==> config.mk <==
export PLATFORM = sky130hd
export DESIGN_NAME = fpmul_arbiter
export DESIGN_NICKNAME = d
export VERILOG_FILES = /design/src/rtl/fpmul_arbiter.sv
export SDC_FILE = /design/constraint.sdc
export NUM_CORES = 1
export LEC_CHECK = 0
export CAP_MARGIN = 30
export CORE_UTILIZATION = 36
export DETAILED_ROUTE_END_ITERATION = 8
export PLACE_DENSITY_LB_ADDON = 0.3
export SETUP_SLACK_MARGIN = 0.3
export SYNTH_ARGS = -nofsm -noshare
export SYNTH_HDL_FRONTEND = slang
export SYNTH_SLANG_ARGS = --single-unit
==> constraint.sdc <==
create_clock -name CLK -period 1.1 [get_ports CLK]
set_input_delay 0.11 -clock CLK [delete_from_list [all_inputs] [get_ports CLK]]
set_output_delay 0.11 -clock CLK [all_outputs]
set_load 0.1 [all_outputs]
==> src/rtl/fpmul_arbiter.sv <==
// Round-robin sharing of one pipelined FP multiplier between two requesters.
// A tag pipeline matched to the multiplier latency steers each product back to its issuer.
module fpmul_arbiter #(
  parameter int DATA_W  = 32,
  parameter int MUL_LAT = 4
) (
  input  logic              CLK,
  input  logic              RST,
  input  logic              HOLD,
  input  logic              REQ0_VALID,
  input  logic [DATA_W-1:0] REQ0_A,
  input  logic [DATA_W-1:0] REQ0_B,
  output logic              REQ0_READY,
  input  logic              REQ1_VALID,
  input  logic [DATA_W-1:0] REQ1_A,
  input  logic [DATA_W-1:0] REQ1_B,
  output logic              REQ1_READY,
  output logic [DATA_W-1:0] MUL_A,
  output logic [DATA_W-1:0] MUL_B,
  input  logic [DATA_W-1:0] MUL_Z,
  output logic              RES0_VALID,
  output logic [DATA_W-1:0] RES0_Z,
  output logic              RES1_VALID,
  output logic [DATA_W-1:0] RES1_Z,
  output logic              BUSY
);
  // One extra stage beyond the multiplier latency: the final stage lines up with
  // the cycle in which MUL_Z is valid, and the result register samples it.
  localparam int DEPTH = MUL_LAT + 1;

  logic              gnt0, gnt1, issue;
  logic              last_grant_q, last_grant_d;
  logic [DATA_W-1:0] mul_a_q, mul_a_d, mul_b_q, mul_b_d;
  logic [DEPTH-1:0]  tag_vld_q, tag_vld_d, tag_id_q, tag_id_d;
  logic              res0_vld_q, res0_vld_d, res1_vld_q, res1_vld_d;
  logic [DATA_W-1:0] res0_z_q, res0_z_d, res1_z_q, res1_z_d;
  logic              busy_q, busy_d;

  // Tie goes to the requester that was not granted last.
  always_comb begin : arbitrate
    gnt0 = 1'b0;
    gnt1 = 1'b0;
    if (!RST && !HOLD) begin
      if (REQ0_VALID && REQ1_VALID) begin
        gnt0 = last_grant_q;
        gnt1 = ~last_grant_q;
      end else begin
        gnt0 = REQ0_VALID;
        gnt1 = REQ1_VALID;
      end
    end
  end

  assign issue = gnt0 | gnt1;

  always_comb begin : next_state
    last_grant_d = last_grant_q;
    mul_a_d      = mul_a_q;
    mul_b_d      = mul_b_q;
    if (gnt0) begin
      last_grant_d = 1'b0;
      mul_a_d      = REQ0_A;
      mul_b_d      = REQ0_B;
    end else if (gnt1) begin
      last_grant_d = 1'b1;
      mul_a_d      = REQ1_A;
      mul_b_d      = REQ1_B;
    end

    tag_vld_d = {tag_vld_q[DEPTH-2:0], issue};
    tag_id_d  = {tag_id_q[DEPTH-2:0], gnt1};
    busy_d    = |tag_vld_d;

    res0_vld_d = tag_vld_q[DEPTH-1] & ~tag_id_q[DEPTH-1];
    res1_vld_d = tag_vld_q[DEPTH-1] &  tag_id_q[DEPTH-1];
    res0_z_d   = res0_vld_d ? MUL_Z : res0_z_q;
    res1_z_d   = res1_vld_d ? MUL_Z : res1_z_q;
  end

  always_ff @(posedge CLK) begin
    if (RST) begin
      last_grant_q <= 1'b1;
      mul_a_q      <= '0;
      mul_b_q      <= '0;
      tag_vld_q    <= '0;
      tag_id_q     <= '0;
      res0_vld_q   <= 1'b0;
      res1_vld_q   <= 1'b0;
      res0_z_q     <= '0;
      res1_z_q     <= '0;
      busy_q       <= 1'b0;
    end else begin
      last_grant_q <= last_grant_d;
      mul_a_q      <= mul_a_d;
      mul_b_q      <= mul_b_d;
      tag_vld_q    <= tag_vld_d;
      tag_id_q     <= tag_id_d;
      res0_vld_q   <= res0_vld_d;
      res1_vld_q   <= res1_vld_d;
      res0_z_q     <= res0_z_d;
      res1_z_q     <= res1_z_d;
      busy_q       <= busy_d;
    end
  end

  assign REQ0_READY = gnt0;
  assign REQ1_READY = gnt1;
  assign MUL_A      = mul_a_q;
  assign MUL_B      = mul_b_q;
  assign RES0_VALID = res0_vld_q;
  assign RES0_Z     = res0_z_q;
  assign RES1_VALID = res1_vld_q;
  assign RES1_Z     = res1_z_q;
  assign BUSY       = busy_q;
endmodule

==> results <==
## layout by cell type, fill, tap and decap left out, drive strengths merged, types with 5 or more instances in the layout
master and instances:
dfxtp 142, nor2b 9, buf 291, nand2 131
nand4 64, clkbuf 27, nor2 5, a21oi 129
o21ai 64, a311oi 64, clkdlybuf4s50 160
## worst max-delay path, cell delays in order, from the launching register on
cell and delay (ns):
dfxtp_2 0.33, and2b_2 0.26, buf_6 0.13, buf_8 0.13, buf_16 0.13, buf_8 0.12
o21ai_2 0.05, a311oi_1 0.31
## power breakdown
| part | internal [mW] | leakage [nW] | switching [mW] |
|---|---|---|---|
| registers | 5.26 | 1.23 | 0.193 |
| clock network | 3.90 | 0.306 | 2.41 |
| logic | 1.83 | 3.85 | 2.34 |
## stage by stage
| step | utilization | power (mW) | setup WS (ns) | TNS [ns] |
|---|---|---|---|---|
| finish | 0.8934 | 15.93 | -0.4820 | -27.74 |
| global route | 0.8934 | 16.30 | -0.5528 | -32.44 |
| detailed placement | 0.6730 | 9.046 | -0.6739 | -47.16 |
| floorplan | - | 7.451 | -0.2548 | -5.376 |
| CTS | 0.7858 | 15.39 | -0.4063 | -19.34 |
| global placement | 0.6730 | 9.018 | -0.5872 | -43.83 |
## cells by family (layout without fill, tap and decap cells)
logic type      count (synthesis)  in the layout
flops                         142            142
buf+inv                        88            495
simple gates                  219            220
compound gates                258            258
other cells                     0              1
## layout make-up
class	instances	share of cell area
Tap cell	216	0.01904
Inverter	1	0.0007935
Clock buffer	20	0.03218
Sequential cell	142	0.2200
Multi-Input combinational cell	478	0.2608
Timing Repair Buffer	463	0.4556
Clock inverter	11	0.01146
Antenna cell	1	0.0001763
## state kept, by name, summed over array words and instances (netlist names), 5 cells and up
| register | flops |
|---|---|
| MUL_A | 32 |
| MUL_B | 32 |
| RES0_Z | 32 |
| RES1_Z | 32 |
| tag_id_q | 5 |
| tag_vld_q | 5 |
## timing repair
item / in CTS / in global routing
endpoints found under the setup margin: 268 / 271
gates resized for setup: 109 / 309
hold endpoints to repair: 0 / 0
buffers inserted: 41 / 57
cloned: 23 / 6
pin swaps: 64 / 170
## layer usage
| layer | track usage | vias up | share of wire |
|---|---|---|---|
| met5 | 0 | - | 0 |
| met2 | 0.5561 | 546 | 0.50 |
| met1 | 0.3303 | 3756 | 0.35 |
| li1 | - | 3401 | - |
| met4 | 0.1676 | 0 | 0.056 |
| met3 | 0.09661 | 162 | 0.097 |
## final timing paths
path | start | to | slack, ns | cells past startpoint
worst max-delay path | last_grant_q$_SDFFE_PP1P_ | MUL_A[24]$_SDFFE_PP0P_ | -0.48 | 7
worst max register to register | last_grant_q$_SDFFE_PP1P_ | MUL_A[24]$_SDFFE_PP0P_ | -0.48 | 7
worst min register to register | tag_id_q[1]$_SDFF_PP0_ | tag_id_q[2]$_SDFF_PP0_ | 0.44 | 1
worst min-delay path | REQ1_VALID | tag_id_q[0]$_SDFF_PP0_ | 0.18 | 3
==> summary.txt <==
Yosys
  • Warnings, synthesis: 0
  • Synth Area per Inst: 8.298 µm²
  • Compound-Gate Fraction of Synth Area: 0.2619
  • Mapped cell area: 5867 µm²
  • Synthesized-area fraction occupied by and/or/nand/nor cells: 0.1779
  • Synth top area share: 0.4845
  • Post-Synth Adder-Cell Area: 0
  • Prevailing post-synth register cell: dfxtp_1
  • Xor and xnor area share after synthesis: 0
  • FF+latch count, synth: 142
  • Syn nets: approximately 870
  • Sequential fraction of the synthesis area: 0.4845
  • Mux contribution to synthesized area: 0
  • Synth top area cells: dfxtp_1 48%, a21oi_1 11%, a311oi_1 9.6%
  • Cell with the most instances after synthesis: dfxtp_1
  • Top cells by count, synth: 142 x dfxtp_1, 131 x nand2_1, 129 x a21oi_1
  • Most area-hungry cell type in the Yosys netlist: dfxtp_1
  • Synthesized instance count: between 700 and 800
  • Combinational family with the most area after synthesis: compound AO/OA/AOI/OAI gates
  • Synth cell types: 25
  • Post-synth EDFFs: 0
  • Async SR Flop Fraction: 0

Worst setup path
  • Req. time, crit path: ~1.4 ns
  • Crit Path Class: reg -> reg
  • Max FO, Critical Path: 6
  • Critical Path Start Type: flop
  • Element type at the critical path end: flop
  • Arr. time, crit path: around 1.9 ns

Pwr
  • Maximum vdd drop: 1.154 mV
  • Leakage: about 5.4 nW
  • Pwr per Cell Area: ~1100 nW/µm²

Timing
  • Final worst slack: -0.4820 ns
  • Worst slew pin tran: between 0.4 and 0.5 ns
  • Worst relative slew slack: 0.6918
  • # setup viols final: between 100 and 150
  • Skew final: 0.01277 ns
  • Fin crit share: 1.438
  • RSZ-0062 raised after global routing: yes
  • Worst hold margin: 0.1762 ns
  • Fin. Hold Viols: 0
  • Slew Viols, Final: 0
  • Min Clock Period, post-route: around 1.6 ns
  • Fmax: roughly 630 MHz

Layout
  • Final nets: roughly 1300
  • Share of cells above drive strength 1: 0.6197
  • Area grow syn2layout: 141.9%
  • Multi-input logic area: 3701 µm²
  • FF+latch area: 3122 µm²
  • # fillers: approximately 640
  • Non-filler instance count after layout: roughly 1300
  • Cell area after layout: 14190 µm²

Route
  • Pre-Repair DR Iteration Count: 5
  • Drt wl/cell: between 20 and 25 µm
  • Via count: slightly below 8000
  • DRT iter0 DRCs: between 500 and 600
  • DRT antenna net count: 0
  • DRC violations left: 0
  • DRT Wirelength: around 33 mm
  • Vias per cell: approximately 5.9

Die
  • Top Ports: 298
  • Core outline area: roughly 16000 µm²
  • Num rows: 46
  • Initial Util: 0.3693
  • Die area: ~17000 µm²
  • Die Wd: 129.7 µm
  • Die height: 129.7 µm

Clock tree
  • CTS root buf: clkbuf_16
  • Total CTS buffers: 17
  • Hold buffers post-CTS: 0
  • CTS tree: built
  • Worst-Skew Late Latency: 0.43 ns
  • Clock Tree Buf Depth: 2
  • Clock sinks: ~140
  • CTS H-tree lvls: 4
  • Clock slew at reported path FFs: 0.06 ns

Place
  • Placer congestion estimate: around 0.78
  • DPL Wire Length: between 10 and 15 mm
  • Port Buffer Count: a little under 300
  • Placed cell areas: roughly 11000 µm²
  • # placed instances: between 1000 and 1500

Global routing
  • GR Overflow Total: 0
  • Largest net degree at the start of global routing: between 60 and 70
  • Antenna violations before repair: 1
  • GRT Total Usage: 0.3128
  • First-pass GRT wire length: approximately 40 mm
  • Vias in the first global route: 7353

Flow run
  • Max-cap violation count: 0

Outcome
  • Failing checks: negative setup slack
  • Status: complete, but fails checks

Hold path
  • Min-delay worst type: in -> reg
Note: power is estimated with default switching activity, not from simulation.
